$ cat src/rtl/hawk_page_cmprsr_pkg.sv
// Shared constants, trailer layout and FSM state type for the page compressor.
package hawk_page_cmprsr_pkg;

  localparam int CMP_LINE_W         = 512;
  localparam int CMP_LINES_PER_PAGE = 64;
  localparam int CMP_MAX_DATA_LINES = 1;
  localparam int CMP_INCOMP_SIZE    = 4096;
  localparam int CMP_SIZE_W         = 14;

  // Compressed sizes that fit a bucket: trailer only, or trailer + one line.
  localparam int CMP_NUM_SIZES = 2;
  localparam int CMP_SIZE_LIST [CMP_NUM_SIZES] = '{64, 128};

  // Trailer beat layout: bitmap of non-zero lines, then the non-zero count.
  localparam int CMP_TRL_BMAP_LSB = 0;
  localparam int CMP_TRL_BMAP_W   = 64;
  localparam int CMP_TRL_CNT_LSB  = 64;
  localparam int CMP_TRL_CNT_W    = 16;

  typedef enum logic [2:0] {
    ST_IDLE,
    ST_CONSUME,
    ST_EMIT_LINE,
    ST_EMIT_TRAILER,
    ST_DONE
  } cmprsr_state_t;

  // Bucket size for a compressible page holding zero or one data line.
  function automatic logic [CMP_SIZE_W-1:0] cmp_size_bytes(input logic has_line);
    return CMP_SIZE_W'(has_line ? CMP_SIZE_LIST[1] : CMP_SIZE_LIST[0]);
  endfunction

endpackage

$ cat src/rtl/hawk_page_cmprsr_if.sv
// Manager / read-FIFO / output-stream bundle of the page compressor.
interface hawk_page_cmprsr_if
  import hawk_page_cmprsr_pkg::*;
#(
  parameter int DATA_W = CMP_LINE_W
) ();
  logic                  comp_start;
  logic                  rdfifo_empty;
  logic [DATA_W-1:0]     rdfifo_rdata;
  logic                  rdfifo_pop;
  logic                  cout_valid;
  logic                  cout_ready;
  logic [DATA_W-1:0]     cout_data;
  logic                  cout_last;
  logic                  comp_done;
  logic [CMP_SIZE_W-1:0] comp_size;
  logic                  comp_incompressible;

  // Compressor side.
  modport slave (
    input  comp_start, rdfifo_empty, rdfifo_rdata, cout_ready,
    output rdfifo_pop, cout_valid, cout_data, cout_last,
           comp_done, comp_size, comp_incompressible
  );

  // Manager / FIFO / consumer side.
  modport master (
    output comp_start, rdfifo_empty, rdfifo_rdata, cout_ready,
    input  rdfifo_pop, cout_valid, cout_data, cout_last,
           comp_done, comp_size, comp_incompressible
  );
endinterface

$ cat src/rtl/hawk_page_cmprsr_zline.sv
// Purely combinational zero-line detector built from 64-bit lanes; lanes
// with lane_en low are ignored so finer-grain schemes can reuse it.
module hawk_zline_detect #(
  parameter int DATA_W = 512,
  parameter int LANE_W = 64
) (
  input  logic [DATA_W-1:0]        data,
  input  logic [DATA_W/LANE_W-1:0] lane_en,
  output logic                     line_zero
);
  localparam int NLANES = DATA_W / LANE_W;

  logic [NLANES-1:0] lane_zero;

  for (genvar gi = 0; gi < NLANES; gi++) begin : g_lane
    assign lane_zero[gi] = ~|data[gi*LANE_W +: LANE_W];
  end

  assign line_zero = &(lane_zero | ~lane_en);
endmodule

$ cat src/rtl/hawk_page_cmprsr.sv
// Zero-line page compressor: drains one page from the read FIFO, streams the
// non-zero lines followed by a bitmap trailer, and reports the bucket size.
module hawk_page_cmprsr
  import hawk_page_cmprsr_pkg::*;
#(
  parameter int DATA_W         = CMP_LINE_W,
  parameter int LINES_PER_PAGE = CMP_LINES_PER_PAGE,
  parameter int MAX_DATA_LINES = CMP_MAX_DATA_LINES,
  parameter int INCOMP_SIZE    = CMP_INCOMP_SIZE
) (
  input logic               clk_i,
  input logic               rst_ni,
  hawk_page_cmprsr_if.slave bus
);
  localparam int LC_W   = $clog2(LINES_PER_PAGE) + 1;
  localparam int NZ_W   = $clog2(MAX_DATA_LINES + 2);
  localparam int LANE_W = 64;
  localparam int NLANES = DATA_W / LANE_W;
  localparam logic [LC_W-1:0] LAST_IDX = LC_W'(LINES_PER_PAGE - 1);
  localparam logic [LC_W-1:0] PAGE_CNT = LC_W'(LINES_PER_PAGE);
  localparam logic [NZ_W-1:0] NZ_MAX   = NZ_W'(MAX_DATA_LINES);
  localparam logic [NZ_W-1:0] NZ_SAT   = NZ_W'(MAX_DATA_LINES + 1);

  cmprsr_state_t             state_reg;
  logic [LC_W-1:0]           line_cnt_reg;
  logic [NZ_W-1:0]           nz_cnt_reg;
  logic [LINES_PER_PAGE-1:0] bitmap_reg;
  logic                      incomp_reg;
  logic                      cout_valid_reg;
  logic                      cout_last_reg;
  logic [DATA_W-1:0]         cout_data_reg;
  logic                      comp_done_reg;
  logic [CMP_SIZE_W-1:0]     comp_size_reg;
  logic                      comp_incomp_reg;

  logic                      pop;
  logic                      line_zero;
  logic                      take;
  logic                      is_last;
  logic [LINES_PER_PAGE-1:0] bitmap_upd;
  logic [DATA_W-1:0]         trailer;

  hawk_zline_detect #(.DATA_W(DATA_W), .LANE_W(LANE_W)) u_zline (
    .data      (bus.rdfifo_rdata),
    .lane_en   ({NLANES{1'b1}}),
    .line_zero (line_zero)
  );

  assign pop     = (state_reg == ST_CONSUME) && !bus.rdfifo_empty;
  assign take    = !line_zero && (nz_cnt_reg < NZ_MAX) && !incomp_reg;
  assign is_last = (line_cnt_reg == LAST_IDX);

  // Bitmap including the line being popped this cycle (only while popping).
  always_comb begin
    bitmap_upd = bitmap_reg;
    if (pop && !line_zero) bitmap_upd[line_cnt_reg[LC_W-2:0]] = 1'b1;
  end

  // Trailer beat assembled from the up-to-date bitmap and non-zero count.
  always_comb begin
    trailer = '0;
    trailer[CMP_TRL_BMAP_LSB +: CMP_TRL_BMAP_W] = CMP_TRL_BMAP_W'(bitmap_upd);
    trailer[CMP_TRL_CNT_LSB +: CMP_TRL_CNT_W]   = CMP_TRL_CNT_W'(nz_cnt_reg);
  end

  // Main FSM: page counters plus all registered outputs.
  always_ff @(posedge clk_i or negedge rst_ni) begin
    if (!rst_ni) begin
      state_reg       <= ST_IDLE;
      line_cnt_reg    <= '0;
      nz_cnt_reg      <= '0;
      bitmap_reg      <= '0;
      incomp_reg      <= 1'b0;
      cout_valid_reg  <= 1'b0;
      cout_last_reg   <= 1'b0;
      cout_data_reg   <= '0;
      comp_done_reg   <= 1'b0;
      comp_size_reg   <= '0;
      comp_incomp_reg <= 1'b0;
    end else begin
      comp_done_reg <= 1'b0;
      unique case (state_reg)
        ST_IDLE: begin
          if (bus.comp_start) begin
            line_cnt_reg    <= '0;
            nz_cnt_reg      <= '0;
            bitmap_reg      <= '0;
            incomp_reg      <= 1'b0;
            comp_incomp_reg <= 1'b0;
            state_reg       <= ST_CONSUME;
          end
        end
        ST_CONSUME: begin
          if (pop) begin
            line_cnt_reg <= line_cnt_reg + 1'b1;
            bitmap_reg   <= bitmap_upd;
            if (take) begin
              nz_cnt_reg     <= nz_cnt_reg + 1'b1;
              cout_data_reg  <= bus.rdfifo_rdata;
              cout_valid_reg <= 1'b1;
              state_reg      <= ST_EMIT_LINE;
            end else begin
              // A non-zero line that cannot be taken means the page overflowed.
              if (!line_zero) begin
                incomp_reg <= 1'b1;
                if (nz_cnt_reg != NZ_SAT) nz_cnt_reg <= nz_cnt_reg + 1'b1;
              end
              if (is_last) begin
                if (incomp_reg || !line_zero) begin
                  comp_size_reg   <= CMP_SIZE_W'(INCOMP_SIZE);
                  comp_incomp_reg <= 1'b1;
                  comp_done_reg   <= 1'b1;
                  state_reg       <= ST_DONE;
                end else begin
                  cout_data_reg  <= trailer;
                  cout_valid_reg <= 1'b1;
                  cout_last_reg  <= 1'b1;
                  state_reg      <= ST_EMIT_TRAILER;
                end
              end
            end
          end
        end
        ST_EMIT_LINE: begin
          if (cout_valid_reg && bus.cout_ready) begin
            if (line_cnt_reg == PAGE_CNT) begin
              cout_data_reg <= trailer;
              cout_last_reg <= 1'b1;
              state_reg     <= ST_EMIT_TRAILER;
            end else begin
              cout_valid_reg <= 1'b0;
              state_reg      <= ST_CONSUME;
            end
          end
        end
        ST_EMIT_TRAILER: begin
          if (cout_valid_reg && bus.cout_ready) begin
            cout_valid_reg  <= 1'b0;
            cout_last_reg   <= 1'b0;
            comp_size_reg   <= cmp_size_bytes(nz_cnt_reg != '0);
            comp_incomp_reg <= 1'b0;
            comp_done_reg   <= 1'b1;
            state_reg       <= ST_DONE;
          end
        end
        ST_DONE: state_reg <= ST_IDLE;
        default: state_reg <= ST_IDLE;
      endcase
    end
  end

  assign bus.rdfifo_pop          = pop;
  assign bus.cout_valid          = cout_valid_reg;
  assign bus.cout_last           = cout_last_reg;
  assign bus.cout_data           = cout_data_reg;
  assign bus.comp_done           = comp_done_reg;
  assign bus.comp_size           = comp_size_reg;
  assign bus.comp_incompressible = comp_incomp_reg;
endmodule
$ cat src/flat_wrapper.sv
// flat-port wrapper written by rule: the top's interface ports become plain ports
module hawk_page_cmprsr_flat import hawk_page_cmprsr_pkg::*;
#(
  parameter int DATA_W         = CMP_LINE_W,
  parameter int LINES_PER_PAGE = CMP_LINES_PER_PAGE,
  parameter int MAX_DATA_LINES = CMP_MAX_DATA_LINES,
  parameter int INCOMP_SIZE    = CMP_INCOMP_SIZE
)
  (clk_i, rst_ni, bus_comp_start, bus_rdfifo_empty, bus_rdfifo_rdata, bus_cout_ready, bus_rdfifo_pop, bus_cout_valid, bus_cout_data, bus_cout_last, bus_comp_done, bus_comp_size, bus_comp_incompressible);
  hawk_page_cmprsr_if #(.DATA_W(DATA_W)) bus_i ();
  input logic clk_i;
  input logic rst_ni;
  input wire logic [$bits(bus_i.comp_start)-1:0] bus_comp_start;
  input wire logic [$bits(bus_i.rdfifo_empty)-1:0] bus_rdfifo_empty;
  input wire logic [$bits(bus_i.rdfifo_rdata)-1:0] bus_rdfifo_rdata;
  input wire logic [$bits(bus_i.cout_ready)-1:0] bus_cout_ready;
  output wire logic [$bits(bus_i.rdfifo_pop)-1:0] bus_rdfifo_pop;
  output wire logic [$bits(bus_i.cout_valid)-1:0] bus_cout_valid;
  output wire logic [$bits(bus_i.cout_data)-1:0] bus_cout_data;
  output wire logic [$bits(bus_i.cout_last)-1:0] bus_cout_last;
  output wire logic [$bits(bus_i.comp_done)-1:0] bus_comp_done;
  output wire logic [$bits(bus_i.comp_size)-1:0] bus_comp_size;
  output wire logic [$bits(bus_i.comp_incompressible)-1:0] bus_comp_incompressible;
  assign bus_i.comp_start = bus_comp_start;
  assign bus_i.rdfifo_empty = bus_rdfifo_empty;
  assign bus_i.rdfifo_rdata = bus_rdfifo_rdata;
  assign bus_i.cout_ready = bus_cout_ready;
  assign bus_rdfifo_pop = bus_i.rdfifo_pop;
  assign bus_cout_valid = bus_i.cout_valid;
  assign bus_cout_data = bus_i.cout_data;
  assign bus_cout_last = bus_i.cout_last;
  assign bus_comp_done = bus_i.comp_done;
  assign bus_comp_size = bus_i.comp_size;
  assign bus_comp_incompressible = bus_i.comp_incompressible;
  hawk_page_cmprsr #(.DATA_W(DATA_W), .LINES_PER_PAGE(LINES_PER_PAGE), .MAX_DATA_LINES(MAX_DATA_LINES), .INCOMP_SIZE(INCOMP_SIZE)) u_core (.clk_i(clk_i), .rst_ni(rst_ni), .bus(bus_i));
endmodule
$ cat config.mk
export PLATFORM = sky130hd
export DESIGN_NAME = hawk_page_cmprsr_flat
export DESIGN_NICKNAME = d
export VERILOG_FILES = /design/src/rtl/hawk_page_cmprsr_pkg.sv /design/src/rtl/hawk_page_cmprsr_if.sv /design/src/rtl/hawk_page_cmprsr_zline.sv /design/src/rtl/hawk_page_cmprsr.sv /design/src/flat_wrapper.sv
export SDC_FILE = /design/constraint.sdc
export NUM_CORES = 1
export LEC_CHECK = 0
export ABC_AREA = 1
export CAP_MARGIN = 20
export CORE_AREA = 2 2 407 409
export DETAILED_ROUTE_END_ITERATION = 7
export DIE_AREA = 0 0 409 411
export PLACE_DENSITY = 0.44
export REMOVE_ABC_BUFFERS = 1
export SLEW_MARGIN = 25
export SYNTH_ARGS = -nofsm -noshare
export SYNTH_HDL_FRONTEND = slang
export SYNTH_SLANG_ARGS = --single-unit
$ cat constraint.sdc
create_clock -name clk_i -period 3.19 [get_ports clk_i]
set_input_delay 0.638 -clock clk_i [delete_from_list [all_inputs] [get_ports clk_i]]
set_output_delay 0.638 -clock clk_i [all_outputs]
set_load 0.1 [all_outputs]
==> results of run 1 <==
## final cells by class
type | count | area [sq um]
Clock buffer | 117 | 2330
Clock inverter | 29 | 385
Tap cell | 2189 | 2740
Sequential cell | 596 | 14900
Inverter | 691 | 2590
Multi-Input combinational cell | 2974 | 11900
Fill cell | 18100 | 115000
Antenna cell | 34 | 85.1
Timing Repair Buffer | 1551 | 13900
## worst min-delay path, cell delays in order
cell and delay, ns:
dlymetal6s2s_1 0.16, inv_1 0.06, nor2_1 0.04, nand2_1 0.05, nand2_1 0.04
## cells by family (layout without fill, tap and decap cells)
kind of cell,Yosys count,in the layout,share of synthesized area [%]
compound gates,152,152,2.53
fa+ha+maj,4,4,0.164
simple gates,2806,2806,35.8
flops,596,596,49.0
other cells,1,45,0.0123
buf+inv,906,2388,12.5
xor+xnor,1,1,0.0288
## cells in the final DEF, fill, tap and decap left out, types with 19 or more instances in the layout
cell,n
nor2_1,800
buf_4,961
nand2_1,1765
clkdlybuf4s50_1,509
clkbuf_8,19
inv_1,687
clkbuf_16,81
dfrtp_1,596
nand3_1,154
buf_12,53
nand4_1,47
o21ai_0,19
a21oi_1,130
diode_2,34
## layer usage
metal,vias up,wire [um],global-route usage (%)
li1,16000,-,-
met1,15100,63400,21.2
met2,947,77900,30.7
met3,212,9880,4.58
met4,4,4870,7.93
met5,-,29,0
## synthesized netlist by cell type
| master | n | area, sq um |
|---|---|---|
| nand2_1 | 1773 | 6660 |
| nor2_1 | 813 | 3050 |
| inv_1 | 688 | 2580 |
| dfrtp_1 | 596 | 14900 |
| nand3_1 | 156 | 781 |
| a21oi_1 | 130 | 651 |
| buf_2 | 82 | 410 |
| clkbuf_1 | 56 | 210 |
| nand4_1 | 47 | 294 |
| buf_4 | 32 | 240 |
| buf_6 | 24 | 270 |
| buf_1 | 21 | 78.8 |
| o21ai_0 | 19 | 95.1 |
| nor3_1 | 10 | 50.1 |
| ha_1 | 4 | 50.1 |
| and2_1 | 3 | 18.8 |
| clkinv_1 | 2 | 7.51 |
| nor2_4 | 2 | 22.5 |
| a2111oi_0 | 1 | 8.76 |
| a211oi_1 | 1 | 7.51 |
| a22o_1 | 1 | 8.76 |
| and2_0 | 1 | 6.26 |
| conb_1 | 1 | 3.75 |
| inv_2 | 1 | 3.75 |
| nand3_2 | 1 | 10.0 |
| xor2_1 | 1 | 8.76 |
## repair_timing
item,in CTS,in global routing
endpoints found under the hold margin,35,0
buffers inserted,4,0
pin swaps,3,12
hold buffers,1,0
gates cloned,3,1
resized for setup,25,26
setup endpoints to repair,568,513
## how the worst max path moves through the flow
stage / end / slack, ns / from / cells past startpoint
after floorplan: u_core.bus.cout_data[64] / -13.29 / bus_rdfifo_rdata[446] / 15
after global placement: u_core.bus.cout_data[44] / -1.31 / bus_rdfifo_rdata[145] / 17
after detailed placement: u_core.bus.cout_data[147] / -1.38 / bus_rdfifo_rdata[145] / 17
after CTS: u_core.bus.cout_data[226] / -0.005 / bus_rdfifo_rdata[487] / 19
after global routing: u_core.bus.cout_data[147] / -0.02 / bus_rdfifo_rdata[99] / 19
final: u_core.bus.cout_data[456] / 0.15 / bus_rdfifo_rdata[260] / 21
## per-stage QoR
step	hold slack, ns	instances	setup slack (ns)
CTS	0.482	8146	-0.00455
floorplan	0.342	4261	-13.29
detailed placement	0.466	7993	-1.38
finish	0.362	8181	0.151
global placement	0.464	7993	-1.31
global route	0.323	8180	-0.0160
## power by group
group	internal, W	switching, W	leakage, nW
registers	0.00757	0.00000701	8.29
clock network	0.00553	0.00391	1.34
logic	0.00112	0.00112	17.8
total	0.0142	0.00504	27.4
==> summary by stage, run 1 <==
Global route
Entering global routing, the biggest net connects 80 pins. The via count of the first global-routing pass was 32100. The final global-route overflow total is 0. The first global-routing pass estimated 223 mm of wire. Across every metal layer, demand over resource in global routing totals 18.0%.

The number of antenna violations at the first check in global routing came to 54.

Clock network
Clock tree synthesis selected as its root buffer the cell clkbuf_16. The H-tree depth reported by CTS is 3. The post-CTS clock slew at the launch and capture registers of the worst setup and hold paths is 0.06 ns.

The number of sinks driven by the clock tree is 596. No sink is reached through more buffers than the 3 on the longest clock path. The clock insertion delay at the later pin of the skew report is 0.68 ns.

Counting the buffers created by CTS gives 80. TritonCTS built the clock tree.

Worst setup path
The biggest fanout along the worst timing path is 17. The cell type group with the largest total delay on the critical path is simple AND/OR/NAND/NOR gates. The capture instance of the worst register-to-register path is u_core.bus.cout_data[456]. The arrival time at the worst endpoint is 3.66 ns. The depth of the most critical reg-to-reg path is 16. The worst path buffer plus inverter count is 7. Across all register-to-register paths, the minimum setup slack is 0.48 ns. The critical path goes through clkdlybuf4s50_1, inv_1, nand2_1, nor2_1, nand2_1, nor2_1, buf_4, nand2_1, nor2_1, nand2_1, nor2_4, buf_6, nand3_1, nand3_2, nand2_1, nor2_4, buf_12, buf_16, buf_4, nand2_1, nand2_1. The cell repeated most along the worst path is nand2_1. The startpoint type of the worst setup path is an input port. In this design, the stage delay of the slowest critical-path cell is 0.40 ns. The worst setup path is captured at a flip-flop. STA puts the critical path data required time at 3.81 ns. The worst register-to-register path begins at u_core.line_cnt_reg[0]. The worst setup path is of the input port to flip-flop kind. The slowest stage cell on the critical path is clkdlybuf4s50_1.

Floorplan
The initialized floorplan defines 149 standard-cell rows. The starting utilization of the core area is 18.6%. The die covers 0.168 sq mm.

The die height is 411 um. The number of top-level design ports is 1048. The die is 409 um wide. The core box area is 0.164 sq mm.

Placement
The congestion estimate from routability-driven global placement came to 0.925. Summing all placed instances gives a cell area of 0.0456 sq mm. The count of port buffers added during placement is 1036. Once detailed placement completed, the half-perimeter wirelength came to 123 mm.

Power
The power per cell area is 395 mW/mm^2. Across the VDD grid, the largest voltage drop is 362 uV. Overall power consumption after layout is estimated at 0.0193 W.

The total leakage power is 27.4 nW.

STA
Measured against its own limit, the worst slew margin works out to 51.1%. The upper clock frequency limit is 329 MHz. The count of endpoints failing setup in the final report is 0. The total count of hold-check failures in the final report is 0.

The slew of the pin with the lowest slew margin is 0.738 ns. The max-slew violation count is 0. For the final database, setup skew stands at 0.0452 ns.

The aggregate negative setup slack is 0 ns. Setup repair after global routing could not meet its margin everywhere. The final critical-path share of the clock period is 95.3%. The final critical path time including I/O delays and setup is 3.04 ns.

Layout
The final layout contains 6415 nets. The number of flip-flops under the largest register name is 512. In the final layout, the share of cells above drive strength 1 is 20.0%. The final core utilization is 29.8%. The finished cells cover 0.0488 sq mm. The relative area change from synthesis to final layout is 60.3%.

Routing
Once detail routing completed, the nets flagged for antenna violations numbered 0. The detailed-route DRC error count is 0. The detailed router finished its first iteration with 2256 violations.

The total number of vias is 32300. The vias per cell is 3.94. The number of iterations in the first detailed-routing pass is 5. The detailed-route wire length per cell is 19.1 um.

The post-detailed-routing wire length is 156 mm.

Yosys
The synthesized instance count is 4466. The share of synthesized area occupied by flip-flops and latches is 49.0%. The mean post-synth cell area is 6.82 sq um. Yosys printed 0 warnings.

The number of distinct library cells after synthesis is 26. After synthesis the cells add up to 0.0304 sq mm. In this run, synthesis produced a sequential element count of 596.

Run status
The run finished with clean final reports.

Job
The number of violations of the max-capacitance limit is 0.

Worst hold path
The cell count of the worst hold path is 5. The source of the worst hold timing path is bus_rdfifo_rdata[481]. The end of the worst hold path is u_core.bus.cout_data[481]. The worst min-delay path category is input port to flip-flop.
Note: power is estimated with default switching activity, not from simulation.
==> inputs of run 2 (changes only) <==
Settings changed: CTS_CLUSTER_SIZE from default to 40.
==> results of run 2 <==
Final layout, timing and power as in run 1 (identical DEF).
